**config.mk**
```make
export PLATFORM = sky130hd
export DESIGN_NAME = spi_master_16
export DESIGN_NICKNAME = d
export VERILOG_FILES = /design/src/rtl/spi_master_16.sv
export SDC_FILE = /design/constraint.sdc
export NUM_CORES = 1
export LEC_CHECK = 0
export ABC_AREA = 0
export CORE_AREA = 2 2 87 106
export DETAILED_ROUTE_END_ITERATION = 6
export DIE_AREA = 0 0 89 108
export GPL_ROUTABILITY_DRIVEN = 0
export PLACE_DENSITY = 0.79
export SYNTH_ARGS = -nofsm -noshare
export SYNTH_HDL_FRONTEND = slang
export SYNTH_SLANG_ARGS = --single-unit
```
**constraint.sdc**
```tcl
create_clock -name clk -period 3 [get_ports clk]
set_input_delay 0.6 -clock clk [delete_from_list [all_inputs] [get_ports clk]]
set_output_delay 0.6 -clock clk [all_outputs]
set_load 0.01 [all_outputs]
```
**src/rtl/spi_master_16.sv**
```systemverilog
// rtl/spi_master_16.sv - Avalon-MM register-mapped SPI master, mode 0, MSB first
module spi_master_16 #(
  parameter int DATABITS  = 16,
  parameter int DIV_HALF  = 195,
  parameter int NUMSLAVES = 1
) (
  input  logic                 clk,
  input  logic                 reset_n,
  input  logic                 spi_select,
  input  logic [2:0]           mem_addr,
  input  logic                 read_n,
  input  logic                 write_n,
  input  logic [15:0]          data_from_cpu,
  output logic [15:0]          data_to_cpu,
  output logic                 irq,
  output logic                 dataavailable,
  output logic                 readyfordata,
  input  logic                 MISO,
  output logic                 SCLK,
  output logic                 MOSI,
  output logic [NUMSLAVES-1:0] SS_n
);

  localparam int CW = $clog2(DIV_HALF);
  localparam int HW = $clog2(2 * DATABITS);
  localparam logic [15:0] CTRL_MASK = 16'h05D8;

  typedef enum logic [1:0] {IDLE, SETUP, SHIFT, HOLD} state_t;

  state_t                state_q;
  logic [CW-1:0]         div_q, div_d;
  logic [HW-1:0]         hcnt_q;
  logic [DATABITS-1:0]   tx_hold_q, rx_hold_q, shift_q;
  logic [15:0]           ctrl_q, rdata_q, rdata_d, status;
  logic [NUMSLAVES-1:0]  ssel_q, ss_n_q;
  logic trdy_q, rrdy_q, toe_q, roe_q, gap_q, sclk_q, mosi_q, irq_q, irq_d;
  logic miso_s1_q, miso_s2_q;
  logic tick, wr, rd, sso, start_idle, start_hold, consume;

  assign wr  = spi_select & ~write_n;
  assign rd  = spi_select & ~read_n;
  assign sso = ctrl_q[10];

  // The divider only runs during a transfer or the inter-word SS_n gap.
  always_comb begin
    tick  = (div_q == CW'(DIV_HALF - 1));
    div_d = '0;
    if ((state_q != IDLE || gap_q) && !tick)
      div_d = div_q + CW'(1);
  end

  assign start_idle = (state_q == IDLE) && !gap_q && !trdy_q;
  assign start_hold = (state_q == HOLD) && tick && !trdy_q && sso;
  assign consume    = start_idle || start_hold;

  always_comb begin
    status  = {7'b0, toe_q | roe_q, rrdy_q, trdy_q, (state_q == IDLE) & trdy_q,
               toe_q, roe_q, 3'b0};
    irq_d   = ((toe_q | roe_q) & ctrl_q[8]) | (rrdy_q & ctrl_q[7]) |
              (trdy_q & ctrl_q[6]) | (toe_q & ctrl_q[4]) | (roe_q & ctrl_q[3]);
    rdata_d = '0;
    case (mem_addr)
      3'd0:    rdata_d = 16'(rx_hold_q);
      3'd2:    rdata_d = status;
      3'd3:    rdata_d = ctrl_q;
      3'd5:    rdata_d = 16'(ssel_q);
      default: rdata_d = '0;
    endcase
  end

  always_ff @(posedge clk or negedge reset_n) begin
    if (!reset_n) begin
      state_q   <= IDLE;
      div_q     <= '0;
      hcnt_q    <= '0;
      tx_hold_q <= '0;
      rx_hold_q <= '0;
      shift_q   <= '0;
      ctrl_q    <= '0;
      rdata_q   <= '0;
      ssel_q    <= NUMSLAVES'(1);
      ss_n_q    <= '1;
      trdy_q    <= 1'b1;
      rrdy_q    <= 1'b0;
      toe_q     <= 1'b0;
      roe_q     <= 1'b0;
      gap_q     <= 1'b0;
      sclk_q    <= 1'b0;
      mosi_q    <= 1'b0;
      irq_q     <= 1'b0;
      miso_s1_q <= 1'b0;
      miso_s2_q <= 1'b0;
    end else begin
      div_q     <= div_d;
      miso_s1_q <= MISO;
      miso_s2_q <= miso_s1_q;
      rdata_q   <= rdata_d;
      irq_q     <= irq_d;

      // Bus clears come first so that same-edge event sets below win.
      if (wr && mem_addr == 3'd2) begin
        toe_q  <= 1'b0;
        roe_q  <= 1'b0;
        rrdy_q <= 1'b0;
      end
      if (rd && mem_addr == 3'd0) rrdy_q <= 1'b0;
      if (wr && mem_addr == 3'd3) ctrl_q <= data_from_cpu & CTRL_MASK;
      if (wr && mem_addr == 3'd5) ssel_q <= data_from_cpu[NUMSLAVES-1:0];

      case (state_q)
        IDLE: begin
          sclk_q <= 1'b0;
          if (gap_q && tick) gap_q <= 1'b0;
          if (!sso) ss_n_q <= '1;
        end
        SETUP: begin
          if (tick) begin
            state_q <= SHIFT;
            sclk_q  <= 1'b1;
          end
        end
        SHIFT: begin
          if (tick) begin
            hcnt_q <= hcnt_q + HW'(1);
            // MISO is captured at the end of the SCLK-high phase so the
            // synchronizer latency is covered even at DIV_HALF=2.
            if (!hcnt_q[0]) begin
              sclk_q  <= 1'b0;
              shift_q <= {shift_q[DATABITS-2:0], miso_s2_q};
              if (hcnt_q != HW'(2 * DATABITS - 2)) mosi_q <= shift_q[DATABITS-2];
            end else if (hcnt_q == HW'(2 * DATABITS - 1)) begin
              state_q <= HOLD;
              if (rrdy_q) roe_q <= 1'b1;
              else        rx_hold_q <= shift_q;
              rrdy_q  <= 1'b1;
            end else begin
              sclk_q <= 1'b1;
            end
          end
        end
        HOLD: begin
          if (tick) begin
            if (!sso) ss_n_q <= '1;
            if (!trdy_q && !sso) gap_q <= 1'b1;
            state_q <= IDLE;
          end
        end
        default: state_q <= IDLE;
      endcase

      if (consume) begin
        state_q <= SETUP;
        shift_q <= tx_hold_q;
        trdy_q  <= 1'b1;
        ss_n_q  <= ~ssel_q;
        mosi_q  <= tx_hold_q[DATABITS-1];
        hcnt_q  <= '0;
      end

      if (wr && mem_addr == 3'd1) begin
        if (trdy_q || consume) begin
          tx_hold_q <= data_from_cpu[DATABITS-1:0];
          trdy_q    <= 1'b0;
        end else begin
          toe_q <= 1'b1;
        end
      end
    end
  end

  assign data_to_cpu   = rdata_q;
  assign irq           = irq_q;
  assign dataavailable = rrdy_q;
  assign readyfordata  = trdy_q;
  assign SCLK          = sclk_q;
  assign MOSI          = mosi_q;
  assign SS_n          = ss_n_q;

endmodule

```
* Word level (Yosys, flattened, before mapping)
Index checks and enable logic that the tools add are counted.
Operators by class: reduce and logical (&&, ||, !) cells 39, muxes and demuxes 52, equality and inequality tests 22, $add $sub $neg 2, bitwise operators 17
Operators by type and width (number):
- 16-bit two-way mux | 4
- 16-bit one-hot mux with 4 select lines | 1
- 1-bit two-way mux | 33
- 3-bit != test, second input constant | 6
- 5-bit two-way mux | 3
- 1-bit logical AND | 13
- 2-bit two-way mux | 6
- 4-bit AND reduction | 3
- 2-bit nonzero test | 5
- 8-bit by 1-bit adder with 8-bit output, second input constant | 1
- 1-bit bitwise AND | 8
- 8-bit equality test, second input constant | 1
- 8-bit two-way mux | 1
- 3-bit by 2-bit equality test with 1-bit output, second input constant | 2
- 2-bit by 1-bit != test with 1-bit output, second input constant | 3
- 2-bit != test, second input constant | 3
- 2-bit one-hot mux with 3 select lines | 1
- 2-bit AND reduction | 3
- 6-bit AND reduction | 1
- 3-bit nonzero test | 2
- 5-bit by 1-bit adder with 5-bit output, second input constant | 1
- 5-bit equality test, second input constant | 1
- 5-bit != test, second input constant | 1
- 1-bit bitwise OR | 5
- other kinds (14) | 24
Storage, ports and cells: input bits 25, word-level logic and storage cells 152, register bits 97

* Depth between registers and ports, before layout
Gate-level depths: netlist (run 1).
word-level depth 9, depth in mapped cells 9, mapped depth without buffers 8

* Worst setup path before layout (run 1)
Ideal clock, no wire load.
path kind register -> register, start reg hcnt_q[0], end reg rx_hold_q[10], path slack 0.859 ns, cell stages (with the launch flop) 9, data required time 2.875 ns, arrival 2.017 ns, period minus slack after synthesis 2.141 ns, cells stage by stage dfrtp_1 ha_1 and3_1 ha_1 and3_1 buf_1 nand3b_2 buf_2 mux2_2
On the way: word-level cells in the longest chain between the ends 2
RTL lines:
- from (decl) | RTL line 32 | logic [HW-1:0] hcnt_q;
- from (signal assigned) | RTL line 124 | hcnt_q <= hcnt_q + HW'(1);
- 5-bit equality test | RTL line 131 | end else if (hcnt_q == HW'(2 * DATABITS - 1)) begin
- 5-bit AND reduction (no line) *
- to (signal assigned) | RTL line 134 | else rx_hold_q <= shift_q;
- to (decl) | RTL line 33 | logic [DATABITS-1:0] tx_hold_q, rx_hold_q, shift_q;
Mark *: on every way between the ends. The rest lies on a longest branch, timed or not. A chain may end at the register's enable or synchronous reset.

* Worst setup path in the final report (run 1)
start reg state_q[0], end reg shift_q[9]
On the way: word-level cells in the longest chain between the ends 7, elaborated cells on any way between the ends 14
RTL lines:
- from (decl) | RTL line 30 | state_t state_q;
- from (signal assigned) | RTL line 73 | state_q <= IDLE;
- from (signal assigned) | RTL line 118 | state_q <= SHIFT;
- from (signal assigned) | RTL line 132 | state_q <= HOLD;
- 2-bit equality test | RTL line 53 | assign start_hold = (state_q == HOLD) && tick && !trdy_q && sso;
- 1-bit logical AND (3 in series) | RTL line 53
- 1-bit logical OR | RTL line 54 | assign consume = start_idle || start_hold;
- 2-bit by 1-bit != test with 1-bit output (no line) or 2-bit nonzero test (tied branches)
- 3-bit AND reduction (no line)
- to (signal assigned) | RTL line 129 | shift_q <= {shift_q[DATABITS-2:0], miso_s2_q};
- to (signal assigned) | RTL line 153 | shift_q <= tx_hold_q;
- to (decl) | RTL line 33
Parallel ways exist; a longest one is shown, timed or not.

==> metrics.cfg, run 1 <==
[worst_setup_path]
path_cells=inv_1, ha_1, nand2b_1, a21oi_1, o22ai_1, nor3b_1, a221o_1
rrSetupSlack_ns=0.35
crit_path_end_kind=flip-flop
critPathMaxFanout=17
slowest_delay_ns=0.98
cpMaxStageDelayCell=o22ai_1
worstPathArrival_ns=2.91
r2r_end=shift_q[9]
reg2regPathDepth=7
required_ns=3.25
startpoint_type=flip-flop
path_class=reg2reg
timing.rr.start=state_q[0]

[clock_tree]
ctsHoldBuffers=0
cts_tree=yes
cts.path.max_buffers=2
clockRootBuffer=clkbuf_8
cts.sinks=97
clock_latency_ns=0.37
post_cts_resized=0
postCtsSetupBuffers=0
cts_inserted_buffers=9
cts.clk_slew.worst_paths_ns=0.09
h-tree-depth=3

[global_route]
grt_pass1_vias=2827
overflow=0
antenna_found_initial=0
grt_pass1_wl_mm=13.8
grt_max_degree=61
grtUsageTotal_pct=19.1

[sta]
tightestPinTransition_ns=1.27
setup_viol=0
fmax_ghz=0.377
drv_slew=0
rsz0062_at_grt=no
tns_ns=0
max_slew_margin_pct=15.3
hold_viol_final=0
layout_worst_path_cycle_share_pct=88.4
min_period_ns=2.65
setup_ws_ns=0.347
fin_worst_skew_ns=0.0115

[floorplan]
dieHeight_um=108
initial_core_util_pct=49.6
dieWidth_um=89
rows=37
die_area_sq_um=9610
core_sq_um=8520
boundaryPins=47

[cells_and_area]
area_growth_pct=19.0
n_antenna_cell=0
drive_gt1_share_pct=17.8
fin_util_pct=59.0
nets=423

[synth]
synth_edf_count=0
synth.avg_cell_area_sq_um=12.4
synth_nets=376
synthFlopType=dfrtp_1
synthCells=341
ys_ff_latch=97
ys_async_sr_fraction_pct=100
synth_cell_type_count=50
syn-cell-area_sq_um=4220
yosys_warnings=0
yosysSeqAreaShare_pct=57.6

[drt]
avgRoutedWirePerCell_um=16.1
dr.pass1.iters=6
routed_wl_mm=8.20
viasPerCell=5.43
vias=2771
drt_drc_violations_left=0
dr.first_iter.drc_count=264
ant_nets=0

[outcome]
status=completed

[min_path]
hp-class=in2async

[pwr]
peakVddDrop_mv=0.316
p_per_area_nw_per_um2=736
p_total_mw=3.70
total_leakage_power_nw=2.44

[job]
maxCapViolCount=0

[placed_design]
place_ws_ns=0.401
numPortBuffers=46
post-dp-hpwl_mm=5.77

==> critical path, delay by kind of cell, from the launching register on <==
kind | cells | cell delay [ns]
buffers and inverters | 1 | 0.09
AO/OA/AOI/OAI | 3 | 1.45
adder cells (fa/ha/maj) | 1 | 0.27
AND/OR/NAND/NOR | 2 | 0.29
flip-flops | 1 | 0.44
==> layer usage <==
metal | track usage [%] | share of wire, % | routed length (um) | vias up
met5 | 0 | 0 | 0 | -
met4 | 10.4 | 2.8 | 232 | 0
met3 | 2.67 | 3.4 | 280 | 16
met2 | 30.3 | 50 | 4110 | 64
met1 | 25.1 | 44 | 3570 | 1389
li1 | - | - | - | 1302
==> power breakdown <==
group	internal, mW	switching (mW)
Sequential	1.61	0.245
Clock	0.494	0.437
Combinational	0.477	0.439
Total	2.58	1.12
==> cell families after synthesis <==
family,after synthesis,synth area share [%]
AOI/OAI and AO/OA,53,9.75
xor gates and xnor gates,6,1.24
adders and majority gates,10,2.96
buffers and inverters,34,3.55
DFF,97,57.6
muxes,49,13.7
and+or+nand+nor,92,11.3
==> area by class of cell <==
type / count / area [sq um]
clock buffers: 12 / 145
clock inverters: 4 / 76.3
fillers: 701 / 3490
inverters: 18 / 67.6
multi-input cells: 210 / 1640
flip-flops and latches: 97 / 2430
well taps: 117 / 146
repair buffers: 52 / 515
==> how the worst max path moves through the flow <==
stage | from | slack (ns) | cells after the start | end
floorplan | hcnt_q[0] | 0.86 | 8 | rx_hold_q[10]
global placement | state_q[0] | 0.52 | 7 | shift_q[9]
detailed placement | state_q[0] | 0.40 | 7 | shift_q[9]
CTS | state_q[0] | 0.37 | 7 | shift_q[9]
global route | state_q[0] | 0.07 | 7 | shift_q[9]
finish | state_q[0] | 0.35 | 7 | shift_q[9]
==> sequential cells by signal, indices dropped and copies added, names as in the netlist <==
register / count
data_to_cpu: 16
rx_hold_q: 16
shift_q: 16
tx_hold_q: 16
div_q: 8
ctrl_q: 6
hcnt_q: 5
state_q: 2
MOSI: 1
SCLK: 1
SS_n: 1
dataavailable: 1
gap_q: 1
irq: 1
miso_s1_q: 1
miso_s2_q: 1
readyfordata: 1
roe_q: 1
ssel_q: 1
toe_q: 1
==> Yosys cell counts, drive strengths merged, types with 2 or more instances <==
| library cell | instances | area, sq um |
|---|---|---|
| dfrtp | 94 | 2350 |
| mux2 | 39 | 477 |
| nor2 | 30 | 115 |
| o221ai | 2 | 17.5 |
| nor2b | 4 | 25.0 |
| a32o | 2 | 20.0 |
| a222oi | 13 | 130 |
| nand3b | 3 | 26.3 |
| and3 | 2 | 12.5 |
| nand4 | 2 | 12.5 |
| nor3 | 4 | 20.0 |
| inv | 18 | 67.6 |
| a22o | 2 | 17.5 |
| a21o | 2 | 15.0 |
| mux2i | 10 | 100 |
| o22ai | 2 | 12.5 |
| xor2 | 5 | 43.8 |
| dfstp | 3 | 78.8 |
| ha | 10 | 125 |
| a22oi | 3 | 22.5 |
| clkbuf | 6 | 22.5 |
| a21oi | 11 | 55.1 |
| nand2 | 19 | 71.3 |
| and3b | 2 | 18.8 |
| buf | 10 | 60.1 |
| nand3 | 5 | 25.0 |
| nor3b | 2 | 15.0 |
| and2 | 12 | 75.1 |
| o21ai | 10 | 72.6 |
==> metrics by stage <==
step	cells	hold WS [ns]	instance area [sq um]
floorplan	341	0.304	4220
global placement	494	0.337	4800
detailed placement	494	0.346	4800
CTS	510	0.196	5020
global route	510	0.223	5020
finish	510	0.185	5020
==> cells in the final DEF, fill, tap and decap left out, drive strengths merged, types with 2 or more instances in the layout <==
master and instances:
and2 12, bufinv 2, nor3b 2, o221ai 2, mux2 39, buf 7, and3b 2, clkdlybuf4s50 45
nor2 30, nor2b 4, inv 18, a32o 2, a22o 2, nor3 4, ha 10, a21o 2
dfrtp 94, nand3b 3, o21ai 10, a21oi 11, and3 2, a22oi 3, o22ai 2, mux2i 10
nand4 2, clkbuf 12, xor2 5, nand3 5, dfstp 3, nand2 19, a222oi 13
No activity file was read; power rests on OpenSTA's default activity.
==> inputs of run 2 (changes only) <==
--- a/config.mk
+++ b/config.mk
@@ -6,11 +6,11 @@
 export NUM_CORES = 1
 export LEC_CHECK = 0
 export ABC_AREA = 0
-export CORE_AREA = 2 2 87 106
+export CORE_AREA = 2 2 83 101
 export DETAILED_ROUTE_END_ITERATION = 6
-export DIE_AREA = 0 0 89 108
+export DIE_AREA = 0 0 85 103
 export GPL_ROUTABILITY_DRIVEN = 0
-export PLACE_DENSITY = 0.79
+export PLACE_DENSITY = 0.85
 export SYNTH_ARGS = -nofsm -noshare
 export SYNTH_HDL_FRONTEND = slang
 export SYNTH_SLANG_ARGS = --single-unit
==> run 2 against run 1 <==
Net effect:
- setup slack worse by 0.017 ns
- via count up 1.2%
- clock power rose by 7%
- sequential power about the same
- power is 2.2% higher
- clock skew up 0.00062 ns
- non-clock buffer count did not move
- first-iteration DRC count shrank 3.0%
- critical path type unchanged
- critical endpoint unchanged
- largest cell class unchanged
==> metrics.cfg, run 2 (synthesis results as in run 1) <==
[outcome]
status=completed

[clock_tree]
h-tree-depth=3
ctsHoldBuffers=0
postCtsSetupBuffers=0
cts.clk_slew.worst_paths_ns=0.09
cts_inserted_buffers=9
clockRootBuffer=clkbuf_8
cts.sinks=97
cts_tree=yes
post_cts_resized=0
cts.path.max_buffers=2
clock_latency_ns=0.36

[drt]
ant_nets=0
avgRoutedWirePerCell_um=16.7
dr.first_iter.drc_count=256
drt_drc_violations_left=0
dr.pass1.iters=6
viasPerCell=5.75
vias=2805
routed_wl_mm=8.14

[floorplan]
dieWidth_um=85
core_sq_um=7880
rows=36
boundaryPins=47
initial_core_util_pct=53.6
die_area_sq_um=8760
dieHeight_um=103

[pwr]
p_clk_share_pct=26.5
internal_power_mw=2.64
swShare_pct=30.1
p_comb_share_pct=24.5
seqPwrFrac_pct=49.1
p_total_mw=3.78
peakVddDrop_mv=0.351
total_leakage_power_nw=2.45
p_per_area_nw_per_um2=753
p_switching_mw=1.14

[sta]
fmax_ghz=0.374
fin_hold_ws_ns=0.214
rsz0062_at_grt=no
tns_ns=0
drv_slew=0
layout_worst_path_cycle_share_pct=89.0
max_slew_margin_pct=16.1
setup_ws_ns=0.330
setup_viol=0
fin_worst_skew_ns=0.0121
hold_viol_final=0
min_period_ns=2.67
tightestPinTransition_ns=1.26

[placed_design]
placed_area_sq_um=4780
numPortBuffers=46
post-dp-hpwl_mm=5.78
place_ws_ns=0.376
dpl.cell_count=472

[global_route]
grtUsageTotal_pct=19.5
overflow=0
grt_max_degree=55
antenna_found_initial=0
grt_pass1_vias=2765
grt_pass1_wl_mm=13.3

[worst_setup_path]
startpoint_type=flip-flop
path_cells=inv_1, ha_1, nand2b_1, a21oi_1, o22ai_1, nor3b_1, a221o_1
critPathMaxFanout=17
cp-startpoint=state_q[0]
crit_path_end=shift_q[9]
r2r_end=shift_q[9]
required_ns=3.25
cpMaxStageDelayCell=o22ai_1
worstPathArrival_ns=2.92
rrSetupSlack_ns=0.33
path_class=reg2reg
reg2regPathDepth=7
slowest_delay_ns=0.98
crit_path_end_kind=flip-flop
timing.rr.start=state_q[0]

[cells_and_area]
area_growth_pct=18.8
nets=423
final_common_cell=dfrtp_1
final_cell_mix=dfrtp_1, clkdlybuf4s50_1, nor2_1, mux2_2, nand2_1
fin_util_pct=63.7
finish.instance_area_sq_um=5020
drive_gt1_share_pct=18.1
finalNonFillerCells=488
fillCellCount=581
n_antenna_cell=0

[min_path]
hp-class=in2async

[job]
maxCapViolCount=0

[run 2: cell count changes in the layout (fill, tap and decap cells not counted)]
cell,delta
bufinv_16,+1
clkbuf_1,-1
clkbuf_8,-1
clkinv_4,-1
clkinvlp_4,+1
inv_6,+1
[run 2: worst max-delay path: cells and delay by family, from the launching register on]
family,cells,cell delay [ns]
DFF,1,0.43
AOI/OAI and AO/OA,3,1.45
and+or+nand+nor,2,0.31
buffers and inverters,1,0.09
adders and majority gates,1,0.28
[run 2: worst min path at each step]
stage          slack (ns)        end  startpoint  cells past startpoint
2_1_floorplan        0.30       MOSI     reset_n                      0
3_3_place_gp         0.35  miso_s2_q   miso_s1_q                      0
3_5_place_dp         0.34  miso_s2_q   miso_s1_q                      0
4_1_cts              0.23   div_q[7]     reset_n                      1
5_1_grt              0.26   div_q[7]     reset_n                      1
6_report             0.21   div_q[4]     reset_n                      1
[run 2: power groups by stage]
stage               Sequential, mW  Combinational (mW)  Clock (mW)
global route                  1.89                1.02        1.07
global placement              1.86               0.875           0
floorplan                     1.79               0.659           0
detailed placement            1.88               0.919           0
CTS                           1.85               0.926        1.01
finish                        1.85               0.924        1.00
[run 2: final cells by class]
cell class / count / area (sq um) / share of cell area, %
multi-input combinational: 210 / 1640 / 32.7
inverter: 18 / 67.6 / 1.35
sequential: 97 / 2430 / 48.5
clock inverter: 6 / 114 / 2.27
clock buffer: 10 / 128 / 2.54
timing repair buffer: 52 / 515 / 10.3
tap: 95 / 119 / 2.37
[run 2: routing by layer]
metal	track usage [%]	up-vias	routed length (um)
met5	0	-	0
met4	6.96	0	120
met3	4.24	12	400
met2	33.4	105	4070
met1	24.5	1390	3550
li1	-	1298	-
